$ cat config.mk
export PLATFORM = sky130hd
export DESIGN_NAME = laser_dac_servo
export DESIGN_NICKNAME = d
export VERILOG_FILES = /design/src/rtl/laser_dac_servo.sv
export SDC_FILE = /design/constraint.sdc
export NUM_CORES = 1
export LEC_CHECK = 0
export BUFFER_PORTS_ARGS = -buffer_cell sky130_fd_sc_hd__buf_2
export CAP_MARGIN = 20
export CORE_ASPECT_RATIO = 0.8
export CORE_MARGIN = 3
export CORE_UTILIZATION = 63
export CTS_CLUSTER_SIZE = 16
export DETAILED_ROUTE_END_ITERATION = 6
export PLACE_DENSITY_LB_ADDON = 0.05
export SETUP_SLACK_MARGIN = 0.1
export SLEW_MARGIN = 20
export SYNTH_ARGS = -nofsm -noshare
export SYNTH_HDL_FRONTEND = slang
export SYNTH_SLANG_ARGS = --single-unit
export TNS_END_PERCENT = 50
$ cat constraint.sdc
create_clock -name clk -period 12.9 [get_ports clk]
set_input_delay 0.645 -clock clk [delete_from_list [all_inputs] [get_ports clk]]
set_output_delay 0.645 -clock clk [all_outputs]
set_load 0.005 [all_outputs]
$ cat src/rtl/laser_dac_servo.sv
// Laser-power servo that turns one per-frame intensity sample into a deadbanded,
// shift-gained DAC correction and sends it as WRUP + LDAC words to the SPI DAC master.
module laser_dac_servo #(
    parameter int ADC_W      = 12,
    parameter int DAC_W      = 16,
    parameter int TARGET     = 3500,
    parameter int DEADBAND   = 200,
    parameter int GAIN_SHIFT = 7,
    parameter int DAC_MIN    = 0,
    parameter int DAC_MAX    = 65490,
    parameter int DAC_INIT   = 20000,
    parameter int INVERT     = 1
) (
    input  logic               clk,
    input  logic               rst,
    input  logic               enable,
    input  logic               manual_mode,
    input  logic [DAC_W-1:0]   manual_code,
    input  logic [ADC_W-1:0]   sample,
    input  logic               sample_valid,
    input  logic               spi_busy,
    output logic               spi_start,
    output logic [8+DAC_W-1:0] spi_data,
    output logic [DAC_W-1:0]   dac_code,
    output logic               ready,
    output logic               update_done,
    output logic               sat_hi,
    output logic               sat_lo,
    output logic               overrun
);
    localparam int SPI_W = 8 + DAC_W;
    localparam int ERR_W = ADC_W + 2;
    localparam int SUM_W = DAC_W + 2;

    localparam logic [7:0]              CMD_CLR    = 8'h01;
    localparam logic [7:0]              CMD_WRUP   = 8'h10;
    localparam logic [7:0]              CMD_LDAC   = 8'h18;
    localparam logic [DAC_W-1:0]        INIT_CODE  = DAC_W'(DAC_INIT);
    localparam logic [DAC_W-1:0]        MIN_CODE   = DAC_W'(DAC_MIN);
    localparam logic [DAC_W-1:0]        MAX_CODE   = DAC_W'(DAC_MAX);
    localparam logic [DAC_W-1:0]        LDAC_ARG   = DAC_W'(1);
    localparam logic [ADC_W-1:0]        FULL_SCALE = '1;
    localparam logic signed [ERR_W-1:0] TARGET_S   = ERR_W'(TARGET);
    localparam logic signed [ERR_W-1:0] DB_S       = ERR_W'(DEADBAND);
    localparam logic signed [SUM_W-1:0] MIN_S      = SUM_W'(DAC_MIN);
    localparam logic signed [SUM_W-1:0] MAX_S      = SUM_W'(DAC_MAX);

    typedef enum logic [3:0] {
        INIT_CLR, W_CLR, INIT_WR, W_INIT_WR, INIT_LD, W_INIT_LD,
        READY, CALC, SEND_WR, W_WR, SEND_LD, W_LD
    } state_t;

    state_t             state, next_state;
    logic [ADC_W-1:0]   x_q;
    logic [DAC_W-1:0]   man_q, pend_q, dac_q;
    logic               mode_q;
    logic [SPI_W-1:0]   data_q, cmd_word;
    logic               is_send, take_sample;

    logic signed [ERR_W-1:0] err, step;
    logic signed [SUM_W-1:0] new_code;
    logic                    in_band, clamp_hi, clamp_lo, skip;
    logic [DAC_W-1:0]        clamped;

    assign take_sample = sample_valid & enable;

    // Correction datapath, evaluated while in CALC.
    assign err      = TARGET_S - $signed({2'b00, x_q});
    assign step     = err >>> GAIN_SHIFT;
    assign in_band  = (err <= DB_S) && (err >= -DB_S);
    assign new_code = mode_q ? $signed({2'b00, man_q})
                             : $signed({2'b00, dac_q}) + SUM_W'(step);
    assign clamp_hi = new_code > MAX_S;
    assign clamp_lo = new_code < MIN_S;
    assign clamped  = clamp_hi ? MAX_CODE : clamp_lo ? MIN_CODE : new_code[DAC_W-1:0];
    assign skip     = mode_q ? (clamped == dac_q) : in_band;

    // NOTE: sequential state uses non-blocking assignments so every register samples pre-edge values.
    always_ff @(posedge clk) begin
        if (rst) begin
            state   <= INIT_CLR;
            x_q     <= '0;
            man_q   <= '0;
            mode_q  <= 1'b0;
            pend_q  <= '0;
            dac_q   <= INIT_CODE;
            data_q  <= '0;
            sat_hi  <= 1'b0;
            sat_lo  <= 1'b0;
            overrun <= 1'b0;
        end else begin
            state <= next_state;
            if (spi_start)
                data_q <= cmd_word;
            if (state == READY && take_sample) begin
                x_q    <= (INVERT != 0) ? FULL_SCALE - sample : sample;
                man_q  <= manual_code;
                mode_q <= manual_mode;
            end
            if (state != READY && take_sample)
                overrun <= 1'b1;
            if (state == CALC) begin
                // A deadband skip computes no code, so it cannot be saturated.
                sat_hi <= clamp_hi & (mode_q | ~in_band);
                sat_lo <= clamp_lo & (mode_q | ~in_band);
                pend_q <= clamped;
            end
            if (state == W_LD && !spi_busy)
                dac_q <= pend_q;
            if (state == W_INIT_LD && !spi_busy)
                dac_q <= INIT_CODE;
        end
    end

    // NOTE: every branch assigns next_state, and the default first keeps this block latch-free.
    always_comb begin
        next_state = state;
        case (state)
            INIT_CLR:  next_state = W_CLR;
            W_CLR:     if (!spi_busy) next_state = INIT_WR;
            INIT_WR:   next_state = W_INIT_WR;
            W_INIT_WR: if (!spi_busy) next_state = INIT_LD;
            INIT_LD:   next_state = W_INIT_LD;
            W_INIT_LD: if (!spi_busy) next_state = READY;
            READY:     if (take_sample) next_state = CALC;
            CALC:      next_state = skip ? READY : SEND_WR;
            SEND_WR:   next_state = W_WR;
            W_WR:      if (!spi_busy) next_state = SEND_LD;
            SEND_LD:   next_state = W_LD;
            W_LD:      if (!spi_busy) next_state = READY;
            default:   next_state = INIT_CLR;
        endcase
    end

    always_comb begin
        is_send  = 1'b0;
        cmd_word = data_q;
        case (state)
            INIT_CLR: begin is_send = 1'b1; cmd_word = {CMD_CLR, {DAC_W{1'b0}}}; end
            INIT_WR:  begin is_send = 1'b1; cmd_word = {CMD_WRUP, INIT_CODE}; end
            SEND_WR:  begin is_send = 1'b1; cmd_word = {CMD_WRUP, pend_q}; end
            INIT_LD,
            SEND_LD:  begin is_send = 1'b1; cmd_word = {CMD_LDAC, LDAC_ARG}; end
            default:  ;
        endcase
    end

    // Handshake outputs are gated by rst so an abort silences the SPI request at once.
    assign spi_start   = is_send & ~rst;
    assign spi_data    = spi_start ? cmd_word : data_q;
    assign update_done = (state == W_LD) & ~spi_busy & ~rst;
    assign ready       = (state == READY);
    assign dac_code    = dac_q;
endmodule

Yosys cells after proc, flatten, opt, wreduce, memory -nomap -nowiden
Index checks and enable logic that the tools add are counted.
Cells by class
  add/subtract/negate cells: 3
  order comparisons: 4
  equal/unequal tests: 18
  muxes and demuxes: 14
  bitwise operators: 10
  reductions and logical operators: 12
Operator list (number)
  $pmux W24 S4: 1
  $pmux W4 S11: 1
  $mux W16: 2
  $mux W24: 1
  $mux W4: 6
  $add A17 B6 Y18: 1
  $gt A18 B17 Y1 const B: 1
  $lt A18 B1 Y1 const B: 1
  $mux W18: 1
  $eq A16 B16 Y1: 1
  $eq A4 B3 Y1 const B: 4
  $eq A4 B4 Y1 const B: 4
  $ge A13 B9 Y1 const B: 1
  $le A13 B9 Y1 const B: 1
  $sub A12 B12 Y13 const A: 1
  $sub A12 B12 Y12 const A: 1
  $eq A4 B2 Y1 const B: 2
  $ne A2 B2 Y1 const B: 4
  $and A1 B1 Y1: 6
  $reduce_or A2 Y1: 3
  $logic_and A1 B1 Y1: 5
  $reduce_and A5 Y1: 1
  $reduce_or A5 Y1: 1
  $eq A4 B1 Y1 const B: 1
  7 further kinds: 10
Storage, ports and cells
  register bits after elaboration: 92
  output and inout bits: 46

Logic depth before layout (Yosys ltp)
Gate-level depths: netlist (run 1).
  depth after elaboration: 10
  mapped depth: 19
  mapped depth without buffers: 16

Worst setup path before layout (run 1)
OpenSTA, ideal clock, no wires.
  path kind: register to register
  start point: register x_q[7]
  end point: register state[3]
  setup time: 0.114 ns
  arrival time: 4.257 ns
  data required time: 12.786 ns
  slack: 8.529 ns
  stages on the path, launching flop included: 19
  clock period less this slack: 4.371 ns
  path through: dfxtp_1 > buf_2 > nand3_1 > o221ai_1 > nand2_1 > inv_1 > ha_1 > and3_1 > a221oi_4 > mux2i_1 > o211ai_2 > a2111oi_4 > nand3_2 > o31a_1 > buf_6 > o22ai_1 > o22ai_1 > o21ba_2 > a21o_1
Between the ends
  word-level cells in the longest chain between the ends: 10
  elaborated cells between the ends (all ways): 14
  those cells by class: add/sub: 2; order compare: 4; eq/ne: 1; mux: 6; reduce/logical: 1
Ends and longest elaborated chain
  start, declared: line 54  | logic [ADC_W-1:0] x_q;
  start signal, assigned: line 96  | x_q <= (INVERT != 0) ? FULL_SCALE - sample : sample;
  $sub A12 B12 Y13 (*): line 68  | assign err = TARGET_S - $signed({2'b00, x_q});
  $add A17 B6 Y18: line 72  | : $signed({2'b00, dac_q}) + SUM_W'(step);
  $mux W18: line 71  | assign new_code = mode_q ? $signed({2'b00, man_q})
  $lt A18 B1 Y1: line 74  | assign clamp_lo = new_code < MIN_S;
  $mux W16 (2 in a row): line 75  | assign clamped = clamp_hi ? MAX_CODE : clamp_lo ? MIN_CODE : new_code[DAC_W-1:0];
  $eq A16 B16 Y1: line 76  | assign skip = mode_q ? (clamped == dac_q) : in_band;
  $mux W1 (*): line 76
  $mux W4 (*): line 126  | CALC: next_state = skip ? READY : SEND_WR;
  $pmux W4 S11 (*): line 118  | case (state)
  end signal, assigned: line 92  | state <= next_state;
  end, declared: line 53  | state_t state, next_state;
Mark *: on every way between the ends. The rest lies on a longest branch, timed or not.
A chain may end at the register's enable or synchronous reset.

Worst setup path after layout (run 1)
Same ends and word-level chain as after synthesis.

==> flow_summary.rst, run 1 <==
.. list-table::
   :header-rows: 1

   * - Metric
     - Value
   * - Run status
     - finished, final reports clean
   * - Area taken by multi-input logic gates
     - approximately 3700 sq um
   * - Required time reported for the critical path endpoint
     - 13140 ps
   * - Number of diodes
     - 0
   * - Total count of max-transition violations in the final report
     - 0
   * - Maximum number of pins on one net before global-route repair
     - between 80 and 90
   * - Iter 0 DRT Violations
     - 817
   * - Distinct cell type count after synthesis
     - 81
   * - Cells after Synth
     - 758
   * - Clock-pin slew of the registers on the worst-case setup and hold paths
     - 70 ps
   * - Post-DP HPWL
     - 12600 um
   * - Top-Level Pins
     - 80
   * - Area share of the leading cell type in the synthesized netlist
     - 31.8%
   * - Power Dens Cells
     - 91.1 nW/um^2
   * - Fill cell total of the finished layout
     - 648
   * - Avg WL per Cell
     - 19.3 um
   * - GRT Residual Overflow
     - 0
   * - Maximum resistive drop on vdd
     - about 0.11 mV
   * - Per-cell via count in the routed design
     - 6.64
   * - Syn nets
     - 810
   * - Share of the clock period used by the worst path after layout
     - 43.1%
   * - Type of the setup path with the least slack
     - reg2reg
   * - Max frequency
     - 180 MHz
   * - Placeable core area
     - a little under 9000 sq um
   * - Post-route DRC
     - 0
   * - Root Buffer Master
     - clkbuf_16
   * - First-pass GRT wire length
     - 28800 um
   * - # nets final
     - 858
   * - Sinks on the clock net
     - 92
   * - Starting density of the core
     - 66.5%
   * - Via count
     - between 6000 and 7000
   * - H-tree Lvls
     - 3
   * - Kind of capture point of the worst setup path
     - flop
   * - TritonCTS clock tree
     - yes
   * - Setup fix buffers added after clock tree synthesis
     - 0
   * - Worst relative slew slack
     - 35.6%
   * - Endpoints failing hold
     - 0
   * - Worst hold slack
     - approximately 460 ps
   * - RePlAce Congestion
     - 0.979
   * - Clock period minus final worst setup slack
     - 5560 ps
   * - Sequential area share after synthesis
     - 31.8%
   * - Number of global-route vias before repair
     - 5542
   * - RSZ-0062 raised after global routing
     - false
   * - Overall fraction of global-route tracks in use
     - 34.4%
   * - Number of buffers created by CTS
     - 9
   * - Post-Route Skew
     - 10.5 ps
   * - Post-synthesis instance area
     - 5790 sq um
   * - Overall die area
     - 10400 sq um
   * - Total wire length after detailed routing
     - between 15000 and 20000 um
   * - Antenna violations before repair
     - 0
   * - Final setup viols
     - 0
   * - Total of buffers placed on input and output ports
     - between 70 and 80
   * - Area contributors post-synth
     - dfxtp_1, nand2_1, a21oi_1
   * - Setup slack of the most critical reg-to-reg path
     - 7340 ps
   * - Fraction of final layout cells with drive strength greater than 1
     - 16.0%
   * - Largest buffer count on any clock path
     - 2
   * - Area growth from synthesis to layout
     - 11.7%
   * - Quantity of hold-fixing buffers added after cts
     - 0
   * - MaxCap Viol Count
     - 0
   * - Horizontal extent of the die
     - between 100 and 150 um
   * - Skew-Pair Late Insertion Delay
     - around 350 ps
   * - Seq. cell area
     - ~1800 sq um
   * - Kind of start point of the critical path
     - flop
   * - Share of synthesized registers carrying an async set or reset
     - 0%
   * - Synthesized flop and latch total
     - 92
   * - Synthesized area per cell
     - 7.64 sq um
   * - Final setup TNS
     - 0 ps
   * - Number of enable flip-flop cells after synthesis
     - 0
   * - Slew at the pin with the worst max-slew slack
     - 966 ps
   * - Routed Antenna Nets
     - 0
   * - Most used standard cell by instance count after synthesis
     - nand2_1
   * - Post-cts repair resize count
     - 0
   * - Die extent in y
     - 91.8 um
   * - Maximum fanout encountered on the critical timing path
     - 16
   * - Arrival time worst endpoint
     - approximately 5800 ps
   * - Library cell occupying the most area in the post-synthesis netlist
     - dfxtp_1
   * - Most used flip-flop cell after synthesis
     - dfxtp_1
   * - Leak pwr
     - 2.67 nW
   * - Commonest cells in the netlist
     - nand2_1, dfxtp_1, a21oi_1, nor2_1, nand3_1
   * - Floorplan row count
     - 30
   * - Yosys Warn Count
     - 0
   * - Drt first pass iters
     - 6
   * - Worst min path class
     - reg2reg
report_power, final:
group	switching [mW]	internal (mW)
Sequential	0.00226	0.286
Combinational	0.0161	0.00955
Clock	0.118	0.158
Total	0.136	0.453
per-stage QoR:
| step | worst slack (ps) | total power, mW | instances | util, % | area (sq um) |
|---|---|---|---|---|---|
| after floorplan | 8530 | 0.308 | 758 | - | 5790 |
| after global placement | 7750 | 0.318 | 907 | 70.7 | 6160 |
| after detailed placement | 7500 | 0.319 | 907 | 70.7 | 6160 |
| after CTS | 7440 | 0.588 | 923 | 74.3 | 6470 |
| after global routing | 6980 | 0.604 | 923 | 74.3 | 6470 |
| final | 7340 | 0.589 | 923 | 74.3 | 6470 |
kinds of logic after synthesis:
group / share of synthesized area (%)
AO/OA/AOI/OAI: 29.1
multiplexers: 2.14
flip-flops: 31.8
buffers and inverters: 4.99
adder cells (fa/ha/maj): 4.02
AND/OR/NAND/NOR: 26.5
XOR/XNOR: 1.51
per-layer routing:
layer  vias up  share of wire (%)  GRT usage (%)
met5         -                  0              0
met4         0                2.5           9.81
met3        62                9.5           6.40
met2       368                 46           54.3
met1      2833                 42           48.0
li1       2863                  -              -
critical path: stages (launching register included):
cell	delay, ps
dfxtp_1	490
nand3_1	120
o221ai_1	390
nand2_1	210
inv_1	490
ha_1	450
and3_1	270
a221oi_4	440
o21ai_2	120
a221oi_2	750
mux2_2	440
or2_2	320
o31a_1	260
mux2i_1	210
o22ai_1	90
o21ba_2	240
a21o_1	150
cell usage in the layout (no fill, tap or decap), drive strengths merged, types with 4 or more instances in the layout:
master,Yosys,layout
and3,5,5
nor3b,6,6
o22ai,6,6
a2111o,4,4
a31oi,7,7
nor3,18,18
nor2b,18,18
mux2i,6,6
inv,17,19
nor2,57,57
nand3,39,39
buf,21,86
clkbuf,28,10
a311oi,6,6
a211o,4,4
o21ai,25,25
a21oi,82,82
ha,17,17
o211ai,16,16
xor2,4,4
nand4,11,11
o211a,7,7
a21o,9,9
xnor2,6,6
nor4b,5,5
nand2b,7,7
a221oi,4,4
nand2,135,135
o31ai,5,5
dfxtp,92,92
o21a,9,9
nor4,7,7
mux2,5,5
and2,8,8
a211oi,23,23
sequential cells by signal (all words and copies together) (netlist names):
register	count
dac_code	16
data_q	24
man_q	16
mode_q	1
overrun	1
pend_q	16
sat_hi	1
sat_lo	1
state	4
x_q	12
worst paths after layout:
| check | start | endpoint | cells after the start |
|---|---|---|---|
| worst min-delay path | data_q[13] | data_q[13] | 2 |
| worst max-delay path | x_q[7] | state[3] | 16 |
| worst max register to register | x_q[7] | state[3] | 16 |
| worst min register to register | data_q[13] | data_q[13] | 2 |
layout make-up:
cell class / count / share of cell area [%]
multi-input cells: 600 / 56.7
flip-flops and latches: 92 / 28.5
repair buffers: 86 / 6.92
clock buffers: 10 / 3.69
well taps: 112 / 2.17
clock inverters: 6 / 1.10
inverters: 17 / 0.986
No activity file was read; power rests on OpenSTA's default activity.
==> run 2, diff against run 1 <==
- CORE_UTILIZATION: 63 -> 53
- clock period: 12.9 -> 4.68 ns (I/O delays scaled with it)
==> run 2 against run 1 <==
Effect of this change:
- global-route usage down 5.1 points
- clock-buffer cell count up 2
- cell count up 6.0%
- final area up 5.3%
- combinational power rose to 2.7 times the previous value
- first-iteration DRC count down 36%
- highest routed layer unchanged
==> flow_summary.rst, run 2 (synthesized netlist as in run 1, its figures left out) <==
.. list-table::
   :header-rows: 1

   * - Metric
     - Value
   * - Iter 0 DRT Violations
     - 526 (-36%)
   * - Hold_sp
     - sample[8]
   * - Kind of capture point of the worst setup path
     - flop
   * - Sw power
     - 0.364 mW (+170%)
   * - Kind of start point of the critical path
     - flop
   * - Instance count on the critical path
     - 17 (+1)
   * - Max frequency
     - 228 MHz (+27%)
   * - Maximum fanout encountered on the critical timing path
     - 7 (-9)
   * - Net switching share of the total power
     - 22.4% (-0.73 points)
   * - Worst relative slew slack
     - 43.1% (+7.5 points)
   * - Horizontal extent of the die
     - 123 um (+8.6%)
   * - Family with the most delay on the worst path
     - compound AO/OA/AOI/OAI gates
   * - Leak pwr
     - 2.78 nW (+3.9%)
   * - Sequential group share of total power
     - 48.9% (about the same)
   * - Arrival time worst endpoint
     - 4620 ps (-1180 ps)
   * - Overall die area
     - 12200 sq um (+18%)
   * - Final setup viols
     - 0 (unchanged)
   * - Final Worst Setup Slack
     - 302 ps (-7040 ps)
   * - Total count of max-transition violations in the final report
     - 0 (unchanged)
   * - Starting density of the core
     - 55.5% (-11 points)
   * - Clock period minus final worst setup slack
     - 4380 ps (-1180 ps)
   * - Skew-Pair Late Insertion Delay
     - 340 ps (about the same)
   * - Cell depth of the worst hold path
     - 2 (unchanged)
   * - GRT Residual Overflow
     - 0 (unchanged)
   * - Maximum resistive drop on vdd
     - 0.206 mV (+82%)
   * - Final cell utilization of the core
     - 65.2% (-9.1 points)
   * - Overall fraction of global-route tracks in use
     - 29.3% (-5.1 points)
   * - Delay contributed by the slowest stage of the critical path
     - 410 ps (-340 ps)
   * - Largest reg by FF count
     - data_q
   * - Total of buffers placed on input and output ports
     - 79 (unchanged)
   * - Share of the clock period used by the worst path after layout
     - 93.5% (+50 points)
   * - Worst reg2reg path depth
     - 17 (+1)
   * - Power Dens Cells
     - 239 nW/um^2 (+160%)
   * - Worst min path class
     - in2reg
   * - Post-route DRC
     - 0 (unchanged)
   * - Drt first pass iters
     - 5 (-1)
   * - Antenna violations before repair
     - 0 (unchanged)
   * - Chain of cells forming the critical path
     - a21oi_2, o21ai_2, xnor2_1, ha_1, fa_1, a21o_1, a221oi_4, buf_4, mux2i_2, o211ai_2, a2111oi_4, nand3_2, o211a_1, nor4_2, nand4_1, o21ba_2, a21o_1
   * - Clock group share of total power
     - 46.9% (+0.2 points)
   * - Post-Route Skew
     - 8.63 ps (-1.89 ps)
   * - Required time reported for the critical path endpoint
     - 4920 ps (-8220 ps)
   * - Count of buffer and inverter cells on the critical path
     - 1 (unchanged)
   * - Run status
     - finished, final reports clean
   * - Number of global-route vias before repair
     - 5413 (-2.3%)
   * - Via count
     - 6004 (-2.0%)
   * - Post-route insts no fill
     - 978 (+6.0%)
   * - Sinks on the clock net
     - 92 (unchanged)
   * - Total wire length after detailed routing
     - 17900 um (+0.36%)
   * - Quantity of hold-fixing buffers added after cts
     - 0 (unchanged)
   * - Number of diodes
     - 0 (unchanged)
   * - Largest buffer count on any clock path
     - 2 (unchanged)
   * - # nets final
     - 885 (+3.1%)
   * - Number of buffers created by CTS
     - 9 (unchanged)
   * - Floorplan row count
     - 33 (+10%)
   * - Post-DP HPWL
     - 13200 um (+4.6%)
   * - Routed Antenna Nets
     - 0 (unchanged)
   * - Internal
     - 1.26 mW (+180%)
   * - Most common cell type on the critical path
     - a21o_1
   * - Cell at the slowest stage of the critical path
     - fa_1
   * - MaxCap Viol Count
     - 0 (unchanged)
   * - Placed Cells incl. Taps
     - 955 (+5.3%)
   * - Die extent in y
     - 99.5 um (+8.4%)
   * - Root Buffer Master
     - clkbuf_16
   * - Maximum number of pins on one net before global-route repair
     - 85 (-1.2%)
   * - Per-cell via count in the routed design
     - 6.14 (-7.5%)
   * - RePlAce Congestion
     - 0.998 (+1.9%)
   * - Avg WL per Cell
     - 18.3 um (-5.3%)
   * - Clock-pin slew of the registers on the worst-case setup and hold paths
     - 70 ps (about the same)
   * - RSZ-0062 raised after global routing
     - false
   * - Tot Pwr
     - 1.62 mW (+180%)
   * - TritonCTS clock tree
     - yes
   * - R2R Path Start
     - x_q[5]
   * - Pre-CTS WS
     - 87.7 ps (-7410 ps)
   * - Commonest non-fill, non-tap cell in the layout
     - nand2_1
   * - Portion of total power attributed to combinational logic
     - 4.2% (-0.2 points)
   * - Placeable core area
     - 10400 sq um (+20%)
   * - Largest register FFs
     - 24 (unchanged)
   * - Endpoints failing hold
     - 0 (unchanged)
   * - First-pass GRT wire length
     - 28400 um (-1.4%)
   * - Launch point of the critical path
     - x_q[5]
   * - Fraction of final layout cells with drive strength greater than 1
     - 21.1% (+5.1 points)
   * - Top-Level Pins
     - 80 (unchanged)
   * - Type of the setup path with the least slack
     - reg2reg
   * - Slew at the pin with the worst max-slew slack
     - 854 ps (-112 ps)
   * - H-tree Lvls
     - 3 (unchanged)
   * - Area growth from synthesis to layout
     - 17.6%
   * - Final setup TNS
     - 0 ps (unchanged)
   * - Most frequent cells in the layout
     - nand2_1, dfxtp_1, buf_2
==> run 2: cell types whose count changed in the layout (fill, tap and decap cells not counted), moves of 2 or more <==
cell     delta
buf_4      +27
a21oi_1     -5
a21oi_2     +5
ha_1        -3
o21ai_0     -3
dfxtp_1     -2
dfxtp_2     +2
ha_2        +2
mux2i_1     -2
mux2i_2     +2
nor4_1      -2
nor4_2      +2
o21ai_1     +2
==> run 2: final cells by class <==
type	count	area, sq um
repair buffers	113	651
multi-input cells	600	3770
clock buffers	12	256
inverters	17	63.8
clock inverters	4	55.1
well taps	140	175
flip-flops and latches	92	1840
fillers	951	3630
==> run 2: per-stage QoR <==
stage	hold WS [ps]	cell area (sq um)
floorplan	330	5790
global placement	414	6340
detailed placement	419	6340
CTS	52.7	6660
global route	46.6	6810
finish	63.0	6810
==> run 2: worst paths after layout <==
path | slack [ps] | to
setup reg to reg | 300 | state[3]
hold / removal | 60 | x_q[8]
hold reg to reg | 450 | man_q[7]
setup / recovery | 300 | state[3]
==> run 2: repair_timing <==
action | CTS | global route
endpoints found under the setup margin | 3 | 9
buffers inserted | 0 | 7
pin swaps | 0 | 10
gates resized for setup | 2 | 26
==> run 2: metal layers <==
layer	wire [um]	vias to the layer above	GRT usage (%)	part of all wire, %
met5	0	-	0	0
li1	-	2924	-	-
met3	1410	25	5.97	7.9
met1	8510	2814	43.7	48
met2	7810	241	43.6	44
met4	187	0	6.28	1.0
==> run 2: power by group through the flow <==
stage | logic [mW] | registers [mW] | clock network (mW)
floorplan | 0.0420 | 0.808 | 0
global placement | 0.0669 | 0.812 | 0
detailed placement | 0.0687 | 0.812 | 0
CTS | 0.0687 | 0.794 | 0.774
global route | 0.0785 | 0.795 | 0.802
finish | 0.0690 | 0.794 | 0.761
==> run 2: worst register-to-register path, delay by kind of cell, from the launching register on <==
kind,cells,cell delay (ps)
compound gates,9,2140
xor+xnor,1,140
fa+ha+maj,2,630
buf+inv,1,190
flops,1,370
mux,1,230
simple gates,3,580
==> run 3, diff against run 2 <==
- ABC_AREA: unset -> 1
- CORE_MARGIN: 3 -> unset
- CORE_UTILIZATION: 53 -> 52
- GPL_TIMING_DRIVEN: unset -> 0
==> run 3 against run 2 <==
Effect of this change:
- clock power down 4.9%
- sequential share of layout area is 0.68 points higher
- sequential power rose by 2%
- critical path depth up 19
- first-iteration DRC count is 29% lower
- global-route usage down 0.28 points
- register-to-register slack improved by 130 ps
- worst hold slack worse by 8.4 ps
==> flow_summary.rst, run 3 <==
.. list-table::
   :header-rows: 1

   * - Metric
     - Value
   * - Run status
     - finished, final reports clean
   * - Instance area at placement
     - 6130 sq um (-3.4%)
   * - Met1 layer wirelength in the final routing
     - 7670 um (-9.9%)
   * - GRT Residual Overflow
     - 0 (unchanged)
   * - Commonest non-fill, non-tap cell in the layout
     - nand2_1
   * - Syn nets
     - 947 (+17%)
   * - Cell depth of the worst hold path
     - 2 (unchanged)
   * - Drt first pass iters
     - 6 (+1)
   * - Number of global-route vias before repair
     - 5236 (-3.3%)
   * - Root Buffer Master
     - clkbuf_16
   * - Seq. cell area
     - 1840 sq um (unchanged)
   * - Maximum resistive drop on vdd
     - 0.205 mV (-0.27%)
   * - Largest buffer count on any clock path
     - 2 (unchanged)
   * - Number of diodes
     - 0 (unchanged)
   * - Maximum fanout encountered on the critical timing path
     - 10 (+3)
   * - Avg WL per Cell
     - 13.8 um (-25%)
   * - Iter 0 DRT Violations
     - 373 (-29%)
   * - H-tree Lvls
     - 3 (unchanged)
   * - Placeable core area
     - 10300 sq um (-1.2%)
   * - Fraction of final layout cells with drive strength greater than 1
     - 16.7% (-4.4 points)
   * - Area contributors post-synth
     - dfxtp_1, nand2_1, inv_1
   * - Area share of the leading cell type in the synthesized netlist
     - 33.1% (+1.3 points)
   * - Leak pwr
     - 3.39 nW (+22%)
   * - Synthesized flop and latch total
     - 92 (unchanged)
   * - Distinct cell type count after synthesis
     - 39 (-52%)
   * - Worst relative slew slack
     - 49.6% (+6.5 points)
   * - R2R Path Start
     - x_q[0]
   * - Horizontal extent of the die
     - 118 um (-4.3%)
   * - First-pass GRT wire length
     - 25600 um (-9.9%)
   * - Synthesized area per cell
     - 6.22 sq um (-19%)
   * - TritonCTS clock tree
     - yes
   * - Floorplan row count
     - 33 (unchanged)
   * - Kind of capture point of the worst setup path
     - flop
   * - Amount of wire on met3 after detailed routing
     - 1160 um (-18%)
   * - Worst min path class
     - in2reg
   * - Share of synthesized registers carrying an async set or reset
     - 0% (unchanged)
   * - Via count
     - 5942 (-1.0%)
   * - Antenna violations before repair
     - 0 (unchanged)
   * - Final cell utilization of the core
     - 64.4% (-0.84 points)
   * - Number of buffers created by CTS
     - 9 (unchanged)
   * - Area of all placed cells without fillers
     - 6650 sq um (-2.5%)
   * - Post-synthesis instance area
     - 5570 sq um (-3.9%)
   * - Commonest cells in the netlist
     - nand2_1, inv_1, dfxtp_1, a21oi_1, nand3_1
   * - Instance count on the critical path
     - 36 (+19)
   * - Capture point of the worst reg-to-reg path
     - state[2]
   * - Routed Antenna Nets
     - 0 (unchanged)
   * - Clock period minus final worst setup slack
     - 4250 ps (-132 ps)
   * - Post-DP HPWL
     - 12200 um (-7.6%)
   * - Total of buffers placed on input and output ports
     - 78 (-1.3%)
   * - Clock-pin slew of the registers on the worst-case setup and hold paths
     - 60 ps (about the same)
   * - Most used standard cell by instance count after synthesis
     - nand2_1
   * - Worst-case hold path end point
     - x_q[0]
   * - Final setup TNS
     - 0 ps (unchanged)
   * - Top-Level Pins
     - 80 (unchanged)
   * - Most common cell type on the critical path
     - nand2_1
   * - Required time reported for the critical path endpoint
     - 4960 ps (+40 ps)
   * - Setup slack of the most critical reg-to-reg path
     - 430 ps (+130 ps)
   * - Overall die area
     - 11100 sq um (-9.0%)
   * - Number of enable flip-flop cells after synthesis
     - 0 (unchanged)
   * - Yosys Warn Count
     - 0 (unchanged)
   * - # nets final
     - 1048 (+18%)
   * - Per-cell via count in the routed design
     - 5.21 (-15%)
   * - Area taken by multi-input logic gates
     - 3140 sq um (-17%)
   * - Post-Route Skew
     - 7.87 ps (-0.767 ps)
   * - Post-route DRC
     - 0 (unchanged)
   * - Highest routing layer actually used
     - met4
   * - Total wire length after detailed routing
     - 15700 um (-12%)
   * - Cell at the slowest stage of the critical path
     - fa_2
   * - Most used flip-flop cell after synthesis
     - dfxtp_1
   * - Endpoints failing hold
     - 0 (unchanged)
   * - Worst reg2reg path depth
     - 36 (+19)
   * - Die extent in y
     - 94.5 um (-5.0%)
   * - Cells after Synth
     - 895 (+18%)
   * - Largest register FFs
     - 24 (unchanged)
   * - Starting density of the core
     - 53.9% (-1.5 points)
   * - Area growth from synthesis to layout
     - 19.4%
   * - Library cell occupying the most area in the post-synthesis netlist
     - dfxtp_1
   * - Met2 wirelength from detailed routing
     - 6600 um (-15%)
   * - Largest reg by FF count
     - data_q
   * - Most frequent cells in the layout
     - nand2_1, inv_1, dfxtp_1
   * - Delay contributed by the slowest stage of the critical path
     - 400 ps (about the same)
   * - Quantity of hold-fixing buffers added after cts
     - 0 (unchanged)
   * - Family with the most delay on the worst path
     - simple AND/OR/NAND/NOR gates
   * - Arrival time worst endpoint
     - 4520 ps (-100 ps)
   * - Count of buffer and inverter cells on the critical path
     - 4 (+3)
   * - Worst hold slack
     - 54.7 ps (-8.35 ps)
   * - Skew-Pair Late Insertion Delay
     - 340 ps (about the same)
   * - RSZ-0062 raised after global routing
     - false
   * - Max frequency
     - 235 MHz (+3.1%)
   * - Type of the setup path with the least slack
     - reg2reg
   * - Fill cell total of the finished layout
     - 1030 (+8.3%)
   * - Overall fraction of global-route tracks in use
     - 29.0% (-0.28 points)
   * - Power Dens Cells
     - 259 nW/um^2 (+8.7%)
   * - Total count of max-transition violations in the final report
     - 0 (unchanged)
   * - RePlAce Congestion
     - 0.918 (-8.0%)
   * - Sequential area share after synthesis
     - 33.1% (+1.3 points)
   * - Maximum number of pins on one net before global-route repair
     - 15 (-82%)
   * - Final setup viols
     - 0 (unchanged)
   * - Post-route insts no fill
     - 1140 (+17%)
   * - Kind of start point of the critical path
     - flop
   * - Placed Cells incl. Taps
     - 1113 (+17%)
   * - Slew at the pin with the worst max-slew slack
     - 753 ps (-101 ps)
   * - Sinks on the clock net
     - 92 (unchanged)
   * - MaxCap Viol Count
     - 0 (unchanged)
   * - Hold_sp
     - sample[0]
   * - Share of the clock period used by the worst path after layout
     - 90.7% (-2.8 points)
## run 3: layout make-up
| type | count | share of cell area (%) |
|---|---|---|
| Multi-Input combinational cell | 622 | 47.3 |
| Timing Repair Buffer | 90 | 7.19 |
| Sequential cell | 92 | 27.8 |
| Buffer | 33 | 2.35 |
| Inverter | 148 | 8.42 |
| Clock buffer | 11 | 3.65 |
| Tap cell | 140 | 2.64 |
| Clock inverter | 4 | 0.734 |
## run 3: worst max-delay path by stage
stage                 from        to  slack (ps)
detailed placement  x_q[5]  state[2]         340
CTS                 x_q[5]  state[2]         300
global route        x_q[1]  state[2]          70
global placement    x_q[5]  state[2]         330
floorplan           x_q[1]  state[1]        1200
finish              x_q[0]  state[2]         430
## run 3: repair_timing
action / in CTS / in global routing
hold endpoints to repair: 0 / 0
gates resized for setup: 0 / 34
buffers inserted: 0 / 12
endpoints found under the setup margin: 0 / 3
## run 3: cell families (layout without fill, tap and decap cells)
group / Yosys count / after routing / share of synthesized area [%]
XOR/XNOR: 1 / 1 / 0.157
adder cells (fa/ha/maj): 18 / 18 / 4.18
buffers and inverters: 181 / 286 / 12.8
AO/OA/AOI/OAI: 171 / 171 / 16.7
flip-flops: 92 / 92 / 33.1
AND/OR/NAND/NOR: 432 / 432 / 33.0
## run 3: power breakdown
part	total, mW	internal, mW	leakage, nW	switching [mW]
Clock	0.724	0.426	0.146	0.298
Sequential	0.813	0.801	0.744	0.0119
Combinational	0.185	0.0659	2.50	0.119
## run 3: per-stage QoR
| step | total power [mW] | setup slack (ps) |
|---|---|---|
| 6_report | 1.72 | 434 |
| 4_1_cts | 1.73 | 300 |
| 3_3_place_gp | 1.01 | 333 |
| 2_1_floorplan | 0.942 | 1200 |
| 3_5_place_dp | 1.01 | 337 |
| 5_1_grt | 1.79 | 67.6 |
## run 3: metal layers
layer | vias up | track usage (%)
met5 | - | 0
met4 | 0 | 6.52
met3 | 24 | 5.50
met2 | 201 | 45.1
met1 | 2654 | 41.5
li1 | 3063 | -
